**src/rtl/usb_router_pkg.sv**
```systemverilog
`default_nettype none
// +----------------------------------------------------------------------+
// | Package     : usb_router_pkg                                         |
// | Description : Shared types and constants for the USB packet router.  |
// | Revision    : 1.0  initial release                                   |
// +----------------------------------------------------------------------+
package usb_router_pkg;

  // Arbiter state: waiting for a committed packet, or owning one channel
  typedef enum logic [0:0] {
    ARB_IDLE  = 1'b0,
    ARB_GRANT = 1'b1
  } arb_state_e;

  // Arbitration policies selectable through ARB_MODE
  localparam int ARB_RR    = 0;
  localparam int ARB_FIXED = 1;

endpackage
`default_nettype wire

```
**src/rtl/usb_chan_fifo.sv**
```systemverilog
`default_nettype none
// +----------------------------------------------------------------------+
// | Module      : usb_chan_fifo                                          |
// | Description : One router channel. Byte FIFO with a commit pointer so |
// |               that only whole packets become readable, rollback on   |
// |               abort/overflow, and a DROP mode that swallows the rest |
// |               of a packet which overflowed.                          |
// | Revision    : 1.0  initial release                                   |
// +----------------------------------------------------------------------+
module usb_chan_fifo #(
  parameter int DATA_W = 8,
  parameter int DEPTH  = 16
) (
  input  logic              clk,
  input  logic              rst,
  input  logic              wr_en,
  input  logic [DATA_W-1:0] wr_data,
  input  logic              wr_last,
  input  logic              abort,
  input  logic              pop,
  input  logic              ovf_clr,
  output logic [DATA_W-1:0] head_data,
  output logic              head_last,
  output logic [DATA_W-1:0] next_data,
  output logic              next_last,
  output logic              empty,
  output logic              full,
  output logic              ovf
);

  localparam int AW    = $clog2(DEPTH);
  localparam int PTR_W = AW + 1;

  logic [PTR_W-1:0] wr_ptr_q, wr_ptr_d;
  logic [PTR_W-1:0] cmt_ptr_q, cmt_ptr_d;
  logic [PTR_W-1:0] rd_ptr_q, rd_ptr_d;
  logic             drop_q, drop_d;
  logic             ovf_q, ovf_d;
  logic [DATA_W:0]  mem_q [DEPTH];

  logic [PTR_W-1:0] w_occ;
  logic [PTR_W-1:0] w_rd_nxt;
  logic             w_store;

  // Occupancy counts uncommitted bytes too; readability counts committed only
  assign w_occ    = wr_ptr_q - rd_ptr_q;
  assign full     = (w_occ == PTR_W'(DEPTH));
  assign empty    = (cmt_ptr_q == rd_ptr_q);
  assign ovf      = ovf_q;
  assign w_rd_nxt = rd_ptr_q + 1'b1;

  // Two read ports: the head, plus the following byte so the output stage
  // can refill on the same cycle it pops (that byte is inside the same
  // committed packet whenever the head is not a last byte)
  assign {head_last, head_data} = mem_q[rd_ptr_q[AW-1:0]];
  assign {next_last, next_data} = mem_q[w_rd_nxt[AW-1:0]];

  // Write/commit/rollback decisions; abort outranks any same-cycle write
  always_comb begin
    wr_ptr_d  = wr_ptr_q;
    cmt_ptr_d = cmt_ptr_q;
    rd_ptr_d  = pop ? w_rd_nxt : rd_ptr_q;
    drop_d    = drop_q;
    ovf_d     = ovf_q & ~ovf_clr;
    w_store   = 1'b0;
    if (abort) begin
      wr_ptr_d = cmt_ptr_q;
      drop_d   = 1'b0;
    end else if (wr_en) begin
      if (drop_q) begin
        if (wr_last) drop_d = 1'b0;
      end else if (full) begin
        // Full is judged before any same-cycle pop frees a slot
        ovf_d    = 1'b1;
        wr_ptr_d = cmt_ptr_q;
        drop_d   = ~wr_last;
      end else begin
        w_store  = 1'b1;
        wr_ptr_d = wr_ptr_q + 1'b1;
        if (wr_last) cmt_ptr_d = wr_ptr_q + 1'b1;
      end
    end
  end

  // Pointer and flag registers
  always_ff @(posedge clk) begin
    if (rst) begin
      wr_ptr_q  <= '0;
      cmt_ptr_q <= '0;
      rd_ptr_q  <= '0;
      drop_q    <= 1'b0;
      ovf_q     <= 1'b0;
    end else begin
      wr_ptr_q  <= wr_ptr_d;
      cmt_ptr_q <= cmt_ptr_d;
      rd_ptr_q  <= rd_ptr_d;
      drop_q    <= drop_d;
      ovf_q     <= ovf_d;
    end
  end

  // Storage array, entry = {last, data}; contents need no reset
  always_ff @(posedge clk) begin
    if (w_store) mem_q[wr_ptr_q[AW-1:0]] <= {wr_last, wr_data};
  end

endmodule
`default_nettype wire

```
**src/rtl/usb_pkt_router.sv**
```systemverilog
`default_nettype none
// +----------------------------------------------------------------------+
// | Module      : usb_pkt_router                                         |
// | Description : Steers received bytes into N_CH packet FIFOs and drains|
// |               whole packets through one registered valid/ready port, |
// |               tagged with source channel and last.                   |
// | Revision    : 1.0  initial release                                   |
// +----------------------------------------------------------------------+
module usb_pkt_router
  import usb_router_pkg::*;
#(
  parameter  int N_CH     = 4,
  parameter  int DATA_W   = 8,
  parameter  int DEPTH    = 16,
  parameter  int ARB_MODE = 0,
  localparam int CH_W     = $clog2(N_CH)
) (
  input  logic              clk,
  input  logic              rst,
  input  logic              in_valid,
  input  logic [CH_W-1:0]   in_ch,
  input  logic [DATA_W-1:0] in_data,
  input  logic              in_last,
  input  logic              in_abort,
  output logic              out_valid,
  input  logic              out_ready,
  output logic [DATA_W-1:0] out_data,
  output logic [CH_W-1:0]   out_ch,
  output logic              out_last,
  output logic [N_CH-1:0]   ch_empty,
  output logic [N_CH-1:0]   ch_full,
  output logic [N_CH-1:0]   ovf,
  input  logic [N_CH-1:0]   ovf_clr
);

  arb_state_e        state_q, state_d;
  logic [CH_W-1:0]   gnt_q, gnt_d;
  logic [CH_W-1:0]   rr_q, rr_d;
  logic              out_valid_q, out_valid_d;
  logic [DATA_W-1:0] out_data_q, out_data_d;
  logic [CH_W-1:0]   out_ch_q, out_ch_d;
  logic              out_last_q, out_last_d;

  logic [N_CH-1:0]             w_empty;
  logic [N_CH-1:0]             w_pop;
  logic [N_CH-1:0][DATA_W-1:0] w_head_data;
  logic [N_CH-1:0][DATA_W-1:0] w_next_data;
  logic [N_CH-1:0]             w_head_last;
  logic [N_CH-1:0]             w_next_last;
  logic [CH_W-1:0]             w_base;
  logic [CH_W-1:0]             w_pick;
  logic                        w_any;
  logic [CH_W-1:0]             w_rr_next;

  // Channel reached k steps after base, wrapping at N_CH
  function automatic logic [CH_W-1:0] scan_idx(input logic [CH_W-1:0] base, input int k);
    int s;
    s = (int'(base) + k) % N_CH;
    return CH_W'(s);
  endfunction

  // One FIFO per channel; the write demux is the channel-match enable
  for (genvar i = 0; i < N_CH; i++) begin : g_chan
    assign w_pop[i] = out_valid_q && out_ready && (gnt_q == CH_W'(i));

    usb_chan_fifo #(
      .DATA_W (DATA_W),
      .DEPTH  (DEPTH)
    ) u_fifo (
      .clk       (clk),
      .rst       (rst),
      .wr_en     (in_valid && (in_ch == CH_W'(i))),
      .wr_data   (in_data),
      .wr_last   (in_last),
      .abort     (in_abort),
      .pop       (w_pop[i]),
      .ovf_clr   (ovf_clr[i]),
      .head_data (w_head_data[i]),
      .head_last (w_head_last[i]),
      .next_data (w_next_data[i]),
      .next_last (w_next_last[i]),
      .empty     (w_empty[i]),
      .full      (ch_full[i]),
      .ovf       (ovf[i])
    );
  end

  assign ch_empty  = w_empty;
  assign out_valid = out_valid_q;
  assign out_data  = out_data_q;
  assign out_ch    = out_ch_q;
  assign out_last  = out_last_q;

  assign w_base    = (ARB_MODE == ARB_FIXED) ? '0 : rr_q;
  assign w_rr_next = (gnt_q == CH_W'(N_CH - 1)) ? '0 : gnt_q + 1'b1;

  // Pick the first channel holding a committed packet, scanning from w_base
  always_comb begin
    w_pick = '0;
    w_any  = 1'b0;
    for (int k = 0; k < N_CH; k++) begin
      if (!w_any && !w_empty[scan_idx(w_base, k)]) begin
        w_any  = 1'b1;
        w_pick = scan_idx(w_base, k);
      end
    end
  end

  // Arbiter next state and output register loading
  always_comb begin
    state_d     = state_q;
    gnt_d       = gnt_q;
    rr_d        = rr_q;
    out_valid_d = out_valid_q;
    out_data_d  = out_data_q;
    out_ch_d    = out_ch_q;
    out_last_d  = out_last_q;
    case (state_q)
      ARB_IDLE: begin
        if (w_any) begin
          state_d = ARB_GRANT;
          gnt_d   = w_pick;
        end
      end
      ARB_GRANT: begin
        if (!out_valid_q) begin
          out_valid_d = 1'b1;
          out_data_d  = w_head_data[gnt_q];
          out_last_d  = w_head_last[gnt_q];
          out_ch_d    = gnt_q;
        end else if (out_ready) begin
          if (out_last_q) begin
            out_valid_d = 1'b0;
            state_d     = ARB_IDLE;
            rr_d        = w_rr_next;
          end else begin
            out_data_d  = w_next_data[gnt_q];
            out_last_d  = w_next_last[gnt_q];
          end
        end
      end
      default: state_d = ARB_IDLE;
    endcase
  end

  // Arbiter and output registers
  always_ff @(posedge clk) begin
    if (rst) begin
      state_q     <= ARB_IDLE;
      gnt_q       <= '0;
      rr_q        <= '0;
      out_valid_q <= 1'b0;
      out_data_q  <= '0;
      out_ch_q    <= '0;
      out_last_q  <= 1'b0;
    end else begin
      state_q     <= state_d;
      gnt_q       <= gnt_d;
      rr_q        <= rr_d;
      out_valid_q <= out_valid_d;
      out_data_q  <= out_data_d;
      out_ch_q    <= out_ch_d;
      out_last_q  <= out_last_d;
    end
  end

endmodule
`default_nettype wire
```
**config.mk**
```make
export PLATFORM = sky130hd
export DESIGN_NAME = usb_pkt_router
export DESIGN_NICKNAME = d
export VERILOG_FILES = /design/src/rtl/usb_router_pkg.sv /design/src/rtl/usb_chan_fifo.sv /design/src/rtl/usb_pkt_router.sv
export SDC_FILE = /design/constraint.sdc
export NUM_CORES = 1
export LEC_CHECK = 0
export CAP_MARGIN = 0
export CORE_MARGIN = 10
export CORE_UTILIZATION = 68
export DETAILED_ROUTE_END_ITERATION = 7
export PLACE_DENSITY_LB_ADDON = 0.08
export SYNTH_ARGS = -nofsm -noshare
export SYNTH_HDL_FRONTEND = slang
export SYNTH_SLANG_ARGS = --single-unit
export TNS_END_PERCENT = 50
```
**constraint.sdc**
```tcl
create_clock -name clk -period 7.88 [get_ports clk]
set_input_delay 0.788 -clock clk [delete_from_list [all_inputs] [get_ports clk]]
set_output_delay 0.788 -clock clk [all_outputs]
set_load 0.01 [all_outputs]
```
* Word-level counts from Yosys, hierarchy flattened
Memories as Yosys holds them, arrays and structs flattened. A register that Yosys moved wholly into a read port is not among the register bits.
Index checks and enable logic that the tools add are counted.
** Operators by class
- Eq/ne operators :: 20
- Div/mod/pow operators :: 0
- $mul :: 0
- Order comparisons :: 5
- Bitwise gates (word level) :: 20
- $add $sub $neg :: 16
- Shift operators :: 0
- Multiplexer cells :: 109
- Reduce and logical (&&, ||, !) cells :: 37
** Operator list (number)
- two-way mux 5 bit :: 16
- two-way mux 1 bit :: 66
- adder 5 x 1 -> 5 bit, second input constant :: 8
- two-way mux 8 bit :: 5
- binary-select mux 8 bit (select 2 bit) :: 2
- two-way mux 4 bit :: 8
- equality test 5 bit :: 4
- equality test 5 bit, second input constant :: 4
- AND reduction 5 bit :: 4
- subtractor 5 bit :: 4
- NOT 1 bit :: 16
- less-than comparator 2 x 3 -> 1 bit, second input constant :: 5
- AND reduction 2 bit :: 7
- binary-select mux 1 bit (select 2 bit) :: 6
- logical AND 1 bit :: 12
- != test 2 bit, second input constant :: 6
- two-way mux 2 bit :: 5
- equality test 2 bit, second input constant :: 4
- nonzero test 2 bit :: 4
- logical NOT 1 bit :: 5
- adder 2 x 1 -> 2 bit, second input constant :: 2
- adder 2 bit, second input constant :: 2
- bitwise AND 1 bit :: 4
- equality test 2 x 1 -> 1 bit, second input constant :: 2
- other kinds (5) :: 6
** Word-level totals
- Latch bits :: 0
- ROM bits :: 0
- Logic and storage cells :: 238
- Memory bits (writable) :: 576
- Flip-flop bits (word level) :: 85
- Output and inout port bits :: 24
- Memories :: 4
** Memory list
- g_chan[0].u_fifo.mem_q :: words 16, width 9, rd ports 2, clocked after memory_dff 1, write ports 1, line usb_chan_fifo.sv:39 : logic [DATA_W:0] mem_q [DEPTH];
- g_chan[1].u_fifo.mem_q :: words 16, width 9, rd ports 2, clocked after memory_dff 1, write ports 1, line usb_chan_fifo.sv:39
- g_chan[2].u_fifo.mem_q :: words 16, width 9, rd ports 2, clocked after memory_dff 1, write ports 1, line usb_chan_fifo.sv:39
- g_chan[3].u_fifo.mem_q :: words 16, width 9, rd ports 2, clocked after memory_dff 1, write ports 1, line usb_chan_fifo.sv:39

* Logic depth before layout (Yosys ltp)
- Depth after elaboration :: 14
- Mapped depth :: 11
- Mapped depth without buffers :: 10

* Modules after synthesis
A second synthesis with hierarchy kept.
** Unflattened totals
- Cells, all modules :: 1924
- Area total of the unflattened synthesis :: 32880.3 µm²
** By module, submodules not included
- usb_chan_fifo at g_chan[1].u_fifo :: instances 1, cells an instance 439, area an instance 7920.1 µm²
- usb_chan_fifo at g_chan[2].u_fifo :: instances 1, cells an instance 447, area an instance 7883.8 µm²
- usb_chan_fifo at g_chan[3].u_fifo :: instances 1, cells an instance 441, area an instance 7872.6 µm²
- usb_chan_fifo at g_chan[0].u_fifo :: instances 1, cells an instance 446, area an instance 7828.8 µm²
- usb_pkt_router :: instances 1, cells an instance 151, area an instance 1375.1 µm²

* Worst setup path after synthesis
OpenSTA, ideal clock, no wires.
- Path kind :: reg2reg
- Start point :: reg g_chan[1].u_fifo.rd_ptr_q[2]
- End point :: mem g_chan[1].u_fifo.mem_q[0][0] (netlist name) (enable)
- Clock period less this slack :: 3.045 ns
- Required time :: 7.477 ns
- Data arrival time :: 2.643 ns
- Cell stages (with the launch flop) :: 9
- Setup time :: 0.403 ns
- Path buffers :: 1
- Setup slack :: 4.835 ns
- Cells stage by stage :: dfxtp_1 clkbuf_1 inv_1 ha_1 o21a_1 o211ai_1 a211o_1 nand2_1 nor4b_1
** Between the ends
- Word-level cells in the longest chain between the ends :: 8
** Ends and longest elaborated chain
- start: declaration :: line usb_chan_fifo.sv:36 : logic [PTR_W-1:0] rd_ptr_q, rd_ptr_d;
- start signal: assignment :: line usb_chan_fifo.sv:96 : rd_ptr_q <= rd_ptr_d;
- subtractor 5 bit :: line usb_chan_fifo.sv:46 : assign w_occ = wr_ptr_q - rd_ptr_q;
- equality test 5 bit :: line usb_chan_fifo.sv:47 : assign full = (w_occ == PTR_W'(DEPTH));
- two-way mux 1 bit :: line usb_chan_fifo.sv:72 : end else if (full) begin
- two-way mux 1 bit :: line usb_chan_fifo.sv:70 : if (drop_q) begin
- two-way mux 1 bit :: line usb_chan_fifo.sv:69 : end else if (wr_en) begin
- two-way mux 1 bit :: line usb_chan_fifo.sv:66 : if (abort) begin
- two-way mux 1 bit :: line usb_chan_fifo.sv:104 : if (w_store) mem_q[wr_ptr_q[AW-1:0]] <= {wr_last, wr_data};
- two-way mux 1 bit (implied by the code) :: line usb_chan_fifo.sv:104
- end: declaration :: line usb_chan_fifo.sv:39
Every way passes these cells.

* Worst setup path in the final report
- Start point :: reg g_chan[1].u_fifo.rd_ptr_q[0]
- End point :: out ch_full[1]
** Between the ends
- Word-level cells in the longest chain between the ends :: 2
** Ends and longest elaborated chain
- subtractor 5 bit :: line usb_chan_fifo.sv:46
- equality test 5 bit :: line usb_chan_fifo.sv:47
- end: declaration :: line usb_pkt_router.sv:31 : output logic [N_CH-1:0] ch_full,
Every way passes these cells.

==> impl_metrics.ini <==
[status]
status = finished, violations left
violations = antenna violations

[drt]
drc = 0
wl_per_cell_um = 31.9
drt-initial-drc-count = 2751
wl_um = 86300
vias = 19900
antenna_left = 1
drt_first_pass_iters = 6
avgViaCountPerCell = 7.35

[sta]
period_needed_ns = 4.56
setup_tns_ns = 0
hold_violations = 0
fin_crit_sh_pct = 57.9
worst_pin_slew_ns = 1.27
final-setup-viol-count = 0
fmax_ghz = 0.219
rsz0062_at_grt = false
drv_slew = 0
hold_ws_ns = 0.492
max_slew_margin_pct = 14.9
final.setup_skew_ns = 0.0176
fin_ws_ns = 3.32

[floorplan]
die_w_um = 240
die_area_um2 = 57400
io_pins = 44
die_h_um = 240
core_um2 = 47600
fp-row-count = 80
start_util_pct = 68.8

[critical_path]
critPathCaptureType = primary output
cp-start-kind = flop
cp_slowest_cell = dfxtp_2
slowest_delay_ns = 0.71
worstPathRequired_ns = 7.09
crit_arrival_ns = 3.77
crit_type = flop to primary output
crit_fanout = 21
cp_cell_sequence = buf_4, ha_1, nor2b_1, o21a_1, or4_1, a211o_1, clkinv_2, clkdlybuf4s50_1

[placed_design]
portBuffers = 43
dpl_worst_slack_ns = 3.66
routabilityCongestion = 0.934
dp.cells = 2575
dp_hpwl_um = 54500

[cells_and_area]
syn2layout_area_growth_pct = 10.2
fin_nets = 2090
layout.cells.non_filler = 2703
mostFrequentLayoutCells = edfxtp_1 (576), mux4_2 (290), nor2_1 (102)
final_layout_size_suffix_gt1_share_pct = 24.5
layout_commonest_cell = edfxtp_1
fillers = 2744

[synth]
syn_inst = 1992
ys_seq_elements = 677
ys_warn_count = 0
syn_area_um2 = 32800
avgSynthCellArea_um2 = 16.4
synth-edff-count = 576
synthFlopType = edfxtp_1
yosysSeqAreaShare_pct = 59.0
synthArstFlopShare_pct = 0
synth_nets = 2052
ys_types = 73

[power]
leakagePower_nw = 11.4
peakVddDrop_mv = 0.210
power.density_nw_per_um2 = 219

[clock_network]
clock_latency_ns = 0.60
htree_levels = 3
clockRootBuffer = clkbuf_16
tritoncts = done
clkTransAtPathRegs_ns = 0.06
cts_made_buffers = 68
cts_hold_buf = 0
cts_resized = 0
post_cts_buffers = 0
clock_sinks = 677
clk_path_buf_depth = 3

[global_routing]
grt_max_degree = 87
grt_overflow_total = 0
grt_usage_pct = 31.0
grt_pass1_wl_um = 130000
antenna_found_initial = 1
grt_pass1_vias = 20200

[hold_path]
hp-class = flop to flop

[flow_run]
maxCapViolations = 0
cell usage after synthesis (5+ instances only):
cell type	n	area, um^2
o41ai_1	6	52.6
mux2i_1	91	911
and4b_1	6	60.1
buf_1	20	75.1
dfxtp_1	101	2020
nor3_1	42	210
mux4_2	290	6530
buf_4	34	255
xnor2_1	37	324
nor4b_1	5	43.8
clkbuf_1	52	195
buf_6	5	56.3
and2_1	6	37.5
nand3b_1	7	52.6
o211ai_1	16	120
or3_1	8	50.1
mux4_1	17	447
a31oi_1	10	62.6
a2111oi_0	6	52.6
nor2_1	102	383
o32ai_1	5	43.8
and4_1	5	43.8
and3_1	6	37.5
nor2b_1	29	181
nand3_1	58	290
a21oi_1	63	315
nand4_1	14	87.6
inv_1	36	135
buf_2	30	150
nand2_1	89	334
edfxtp_1	576	17300
mux2_2	12	135
xor2_1	27	236
o21ai_0	30	150
a211oi_1	20	150
nand2b_1	12	75.1
o221ai_1	7	61.3
ha_1	40	500
o2111ai_1	6	52.6
power by group:
group	switching, mW	total, mW	internal (mW)
logic	0.372	0.591	0.219
registers	0.0483	3.96	3.92
clock network	1.34	3.37	2.02
total	1.77	7.92	6.16
final timing paths:
| kind | from | end | depth (start not counted) | slack [ns] |
|---|---|---|---|---|
| worst min-delay path | g_chan[1].u_fifo.cmt_ptr_q[4] | g_chan[1].u_fifo.cmt_ptr_q[4] | 2 | 0.49 |
| worst max-delay path | g_chan[1].u_fifo.rd_ptr_q[0] | ch_full[1] | 8 | 3.32 |
| worst max register to register | g_chan[1].u_fifo.rd_ptr_q[0] | out_data[5] | 8 | 3.49 |
| worst min register to register | g_chan[1].u_fifo.cmt_ptr_q[4] | g_chan[1].u_fifo.cmt_ptr_q[4] | 2 | 0.49 |
per-layer routing:
layer | global-route usage, % | share of wire (%) | up-vias
met3 | 6.10 | 10 | 218
met4 | 13.2 | 4.3 | 2
met2 | 49.9 | 49 | 1268
li1 | - | - | 8215
met5 | 0 | 0.010 | -
met1 | 40.9 | 36 | 10200
registers in the layout, indices dropped and copies added, names as in the netlist, 4 cells and up, named ones only:
name                     count
g_chan.u_fifo.drop_q         4
g_chan.u_fifo.mem_q        576
g_chan.u_fifo.wr_ptr_q      20
g_chan.u_fifo.rd_ptr_q      20
g_chan.u_fifo.ovf            4
g_chan.u_fifo.cmt_ptr_q     20
out_data                     8
stage by stage:
stage               utilization [%]  total power, mW  area (um^2)
floorplan                         -             4.36        32800
global placement               70.9             4.61        33800
detailed placement             70.9             4.62        33800
CTS                            75.8             7.93        36100
global route                   75.8             8.13        36100
finish                         75.8             7.92        36100
layout make-up:
| cell class | count | area (um^2) | area share [%] |
|---|---|---|---|
| multi-input combinational | 1130 | 12600 | 35.0 |
| clock inverter | 28 | 362 | 1.00 |
| inverter | 41 | 155 | 0.430 |
| antenna | 5 | 12.5 | 0.0346 |
| timing repair buffer | 112 | 898 | 2.49 |
| clock buffer | 95 | 1950 | 5.40 |
| sequential | 677 | 19300 | 53.5 |
| tap | 615 | 769 | 2.13 |
worst max-delay path, delay by kind of cell, from the launching register on:
kind	cells	cell delay (ns)
adder cells (fa/ha/maj)	1	0.23
AND/OR/NAND/NOR	2	0.52
flip-flops	1	0.71
buffers and inverters	3	1.15
AO/OA/AOI/OAI	2	0.54
cell families (layout without fill, tap and decap cells):
family | count (synthesis) | after routing | synth area share, %
compound gates | 210 | 210 | 4.31
xor+xnor | 65 | 65 | 1.76
fa+ha+maj | 40 | 40 | 1.53
buf+inv | 185 | 276 | 2.83
flops | 677 | 677 | 59.0
mux | 410 | 410 | 24.5
other cells | 0 | 5 | 0
simple gates | 405 | 405 | 6.12
Note: power is estimated with default switching activity, not from simulation.
==> edit 1: new RTL, config.mk and constraints unchanged <==
Make the reset (`rst`) asynchronous in 2 clocked blocks.
--- a/src/rtl/usb_chan_fifo.sv
+++ b/src/rtl/usb_chan_fifo.sv
@@ -84,5 +84,5 @@
 
   // Pointer and flag registers
-  always_ff @(posedge clk) begin
+  always_ff @(posedge clk or posedge rst) begin
     if (rst) begin
       wr_ptr_q  <= '0;
--- a/src/rtl/usb_pkt_router.sv
+++ b/src/rtl/usb_pkt_router.sv
@@ -145,5 +145,5 @@
 
   // Arbiter and output registers
-  always_ff @(posedge clk) begin
+  always_ff @(posedge clk or posedge rst) begin
     if (rst) begin
       state_q     <= ARB_IDLE;
Behaviour: differs if rst is asserted again (counterexample within 4 cycles, from zero or initial values and one cycle with rst high); with rst held inactive, the same outputs for 4 cycles.
==> edit 1 against the original RTL <==
Via count shrank 3.2%; count of clock-buffer cells in the layout grew 1; synthesized cell count decreased by 2.8%; setup slack worse by 0.49 ns; wire length shrank 2.8%; final area shrank 1.5%; sequential cell count decreased by 16; synthesized area down 0.57%; first-iteration DRC count up 5.3%.
Power is not compared: it rests on default switching activity, and its combinational part moved more than twofold at a synthesized area within 25%.
==> edit 1: results (changes against the original RTL) <==
| Metric | Value |
|---|---|
| Outcome | complete, no violations |
| Largest net degree at the start of global routing | 73 (-16%) |
| Total CTS buffers | 69 (+1.5%) |
| R2r setup slk | 3.42 ns (-0.07 ns) |
| CP max-delay cell | dfrtp_1 |
| Mux share of post-synthesis cell area | 0.244 (-0.00122) |
| Dpl cells | 2508 (-2.6%) |
| Asr flop ratio synth | 0.129 (+0.129) |
| WL/cell | 31.9 um (-0.10%) |
| Critical path peak fanout | 19 (-9.5%) |
| Clock skew | 0.0261 ns (+0.00848 ns) |
| Violation count after the first detailed-route iteration | 2896 (+5.3%) |
| Area share of xor/xnor cells in the synthesized design | 0.0205 (+0.00290) |
| FF-to-FF Start | g_chan[2].u_fifo.rd_ptr_q[2]$_DFFE_PP0P_ |
| DP Worst Slack | 3.17 ns (-0.493 ns) |
| Seq/Total Area, Yosys | 0.596 (+0.00658) |
| Synth cell count leaders | edfxtp_1 (576), mux4_2 (287), nand2_1 (102) |
| Critical path data arrival time | 4.26 ns (+0.49 ns) |
| WHS | 0.517 ns (+0.0252 ns) |
| Gp weighted congestion | 0.935 (+0.16%) |
| Global-route wire length before repair | 126 mm (-3.4%) |
| Synthesized instance count | 1937 (-2.8%) |
| Root Driver | clkbuf_16 |
| Fraction of the mapped netlist area in adder cells | 0.0154 (+0.0000868) |
| Hold_sp | out_ch[1]$_DFFE_PP0P_ |
| GR Util All Layers | 0.302 (-0.00813) |
| WHS Endpoint | out_ch[1]$_DFFE_PP0P_ |
| Share of layout cells above drive strength 1 | 0.250 (+0.00468) |
| Post-DP Area | 33400 sq um (-1.3%) |
| Area contributors post-synth | edfxtp_1 (53%), mux4_2 (20%), dfrtp_1 (6.5%) |
| Vias per inst | 7.32 (-0.53%) |
| Post-synth cell types | 71 (-2.7%) |
| Post-DP HPWL | 54.3 mm (-0.30%) |
| Initial DRT Pass Iterations | 5 (-1) |
| # resized after CTS | 0 (unchanged) |
| Number of diodes | 0 (-5) |
## edit 1: cell types whose count changed after synthesis, sizes merged, moves of 12 or more
cell,unedited run,this run
o22ai,1,26
dfxtp,101,0
a21oi,63,40
a22oi,3,16
clkbuf,53,30
xnor2,37,49
mux2,12,38
dfrtp,0,85
nor4,4,24
nand2,89,104
nand3,58,42
## edit 1: power breakdown
part / leakage (nW) / internal (mW) / switching (mW)
Sequential: 6.23 / 4.06 / 0.506
Combinational: 4.51 / 2.86 / 3.15
Clock: 1.08 / 1.89 / 1.33
Total: 11.8 / 8.80 / 4.98
## edit 1: cell type report
class,count,area (sq um),share of cell area
clock buffers,96,1980,0.0558
clock inverters,27,234,0.00658
inverters,45,171,0.00482
multi-input cells,1108,12300,0.346
flip-flops and latches,661,19400,0.547
well taps,615,769,0.0216
repair buffers,79,656,0.0184
## edit 1: routing by layer
layer / track usage / part of all wire
met1: 0.416 / 0.37
met3: 0.0550 / 0.11
met2: 0.475 / 0.49
met5: 0 / 0.000095
met4: 0.122 / 0.040
## edit 1: worst max path at each step
stage,start,endpoint,slack (ns),depth (start not counted)
floorplan,g_chan[0].u_fifo.rd_ptr_q[1]$_DFFE_PP0P_,g_chan[0].u_fifo.mem_q[11][0]$_DFFE_PP_,4.28,11
global placement,in_ch[1],g_chan[2].u_fifo.mem_q[1][0]$_DFFE_PP_,3.37,7
detailed placement,in_ch[1],g_chan[2].u_fifo.mem_q[0][5]$_DFFE_PP_,3.17,7
CTS,g_chan[2].u_fifo.rd_ptr_q[2]$_DFFE_PP0P_,ch_full[2],2.91,6
global route,g_chan[2].u_fifo.rd_ptr_q[2]$_DFFE_PP0P_,ch_full[2],2.75,6
finish,g_chan[2].u_fifo.rd_ptr_q[2]$_DFFE_PP0P_,ch_full[2],2.83,6
==> edit 2: new RTL, same settings <==
Made on the original files. `DATA_W` is set to 8 in 2 places; all go to 9.
--- a/src/rtl/usb_chan_fifo.sv
+++ b/src/rtl/usb_chan_fifo.sv
@@ -9,5 +9,5 @@
 // +----------------------------------------------------------------------+
 module usb_chan_fifo #(
-  parameter int DATA_W = 8,
+  parameter int DATA_W = 9,
   parameter int DEPTH  = 16
 ) (
--- a/src/rtl/usb_pkt_router.sv
+++ b/src/rtl/usb_pkt_router.sv
@@ -11,5 +11,5 @@
 #(
   parameter  int N_CH     = 4,
-  parameter  int DATA_W   = 8,
+  parameter  int DATA_W   = 9,
   parameter  int DEPTH    = 16,
   parameter  int ARB_MODE = 0,
Interface: changed (resized in_data and out_data); port bits go from 44 to 46. No check against the original RTL was run, so the function may have changed too.
==> edit 2 against the original RTL <==
Power increased by 8.9%; setup slack improved by 0.088 ns; wire length increased by 7.6%; sequential cell count increased by 65; utilization about the same; final area increased by 7.8%; sequential share of layout area increased by 1.1 points; count of clock-buffer cells in the layout increased by 5; first-iteration DRC count increased by 13%; synthesized area increased by 8.1%; global-route usage decreased by 0.21 points; via count increased by 6.1%; largest cell class unchanged.
==> edit 2: results (changes against the original RTL) <==
| Metric | Value |
|---|---|
| Signal buf overhead | 0.0187 (-0.00618) |
| Largest net degree at the start of global routing | 86 (-1.1%) |
| Clock buffers | 100 (+5.3%) |
| FP Rows | 83 (+3.8%) |
| Total CTS buffers | 76 (+12%) |
| Seq/Total Area, Yosys | 0.600 (+0.0105) |
| Fraction of the mapped netlist area in adder cells | 0.0141 (-0.00115) |
| GR Util All Layers | 0.308 (-0.00212) |
| Area of the multi-input gates | 13400 sq um (+6.2%) |
| Vias per inst | 7.45 (+1.3%) |
| Inverters | 31 (-24%) |
| Max incr delay on CP | 0.66 ns (-0.05 ns) |
| Post-DP Area | 36400 sq um (+7.7%) |
| Final net count | 2151 (+2.9%) |
| Synth cell count leaders | edfxtp_1 (640), mux4_2 (356), nor2_1 (105) |
| Multi-input gates | 1150 (+1.8%) |
| Critical path data arrival time | 3.68 ns (-0.09 ns) |
| Fillers | 2859 (+4.2%) |
| Area share of xor/xnor cells in the synthesized design | 0.0165 (-0.00111) |
| Outcome | complete, no violations |
| Peak supply drop | 238 uV (+13%) |
| Total internal power | 6.72 mW (+9.2%) |
| Share of layout cells above drive strength 1 | 0.262 (+0.0165) |
| Critical path peak fanout | 45 (+110%) |
| WL final | 92.9 mm (+7.6%) |
| Avg Cell Area, Syn | 17.1 sq um (+4.2%) |
| Post-synth cell types | 63 (-14%) |
| DP Worst Slack | 3.60 ns (-0.0669 ns) |
| Clock skew | 0.0176 ns (+0.0000194 ns) |
| Non-clk bufs | 89 (-21%) |
| Finished Layout Cells | 2830 (+4.7%) |
| Number of diodes | 0 (-5) |
| Port buffer count | 45 (+4.7%) |
| Max-slew headroom | 0.0517 (-0.0968) |
| Violation count after the first detailed-route iteration | 3121 (+13%) |
| Max FFs per register | 640 (+11%) |
[edit 2: critical path, delay by kind of cell, from the launching register on]
kind	cells	cell delay [ns]
DFF	1	0.31
and+or+nand+nor	2	0.54
adders and majority gates	1	0.28
AOI/OAI and AO/OA	2	0.72
buffers and inverters	2	1.22
[edit 2: final timing paths]
check | startpoint | end | slack [ns] | cells past startpoint
setup / recovery | g_chan[3].u_fifo.rd_ptr_q[0]$_SDFFE_PP0P_ | ch_full[3] | 3.41 | 7
hold / removal | out_ch[1]$_SDFFE_PP0P_ | out_ch[1]$_SDFFE_PP0P_ | 0.48 | 2
setup reg to reg | g_chan[2].u_fifo.rd_ptr_q[0]$_SDFFE_PP0P_ | out_data[0]$_SDFFE_PP0P_ | 3.53 | 9
hold reg to reg | out_ch[1]$_SDFFE_PP0P_ | out_ch[1]$_SDFFE_PP0P_ | 0.48 | 2
[edit 2: layer usage]
layer	routed length, um	GRT usage
met1	33100	0.420
met2	44100	0.477
met3	11500	0.0729
met4	4200	0.128
met5	23	0
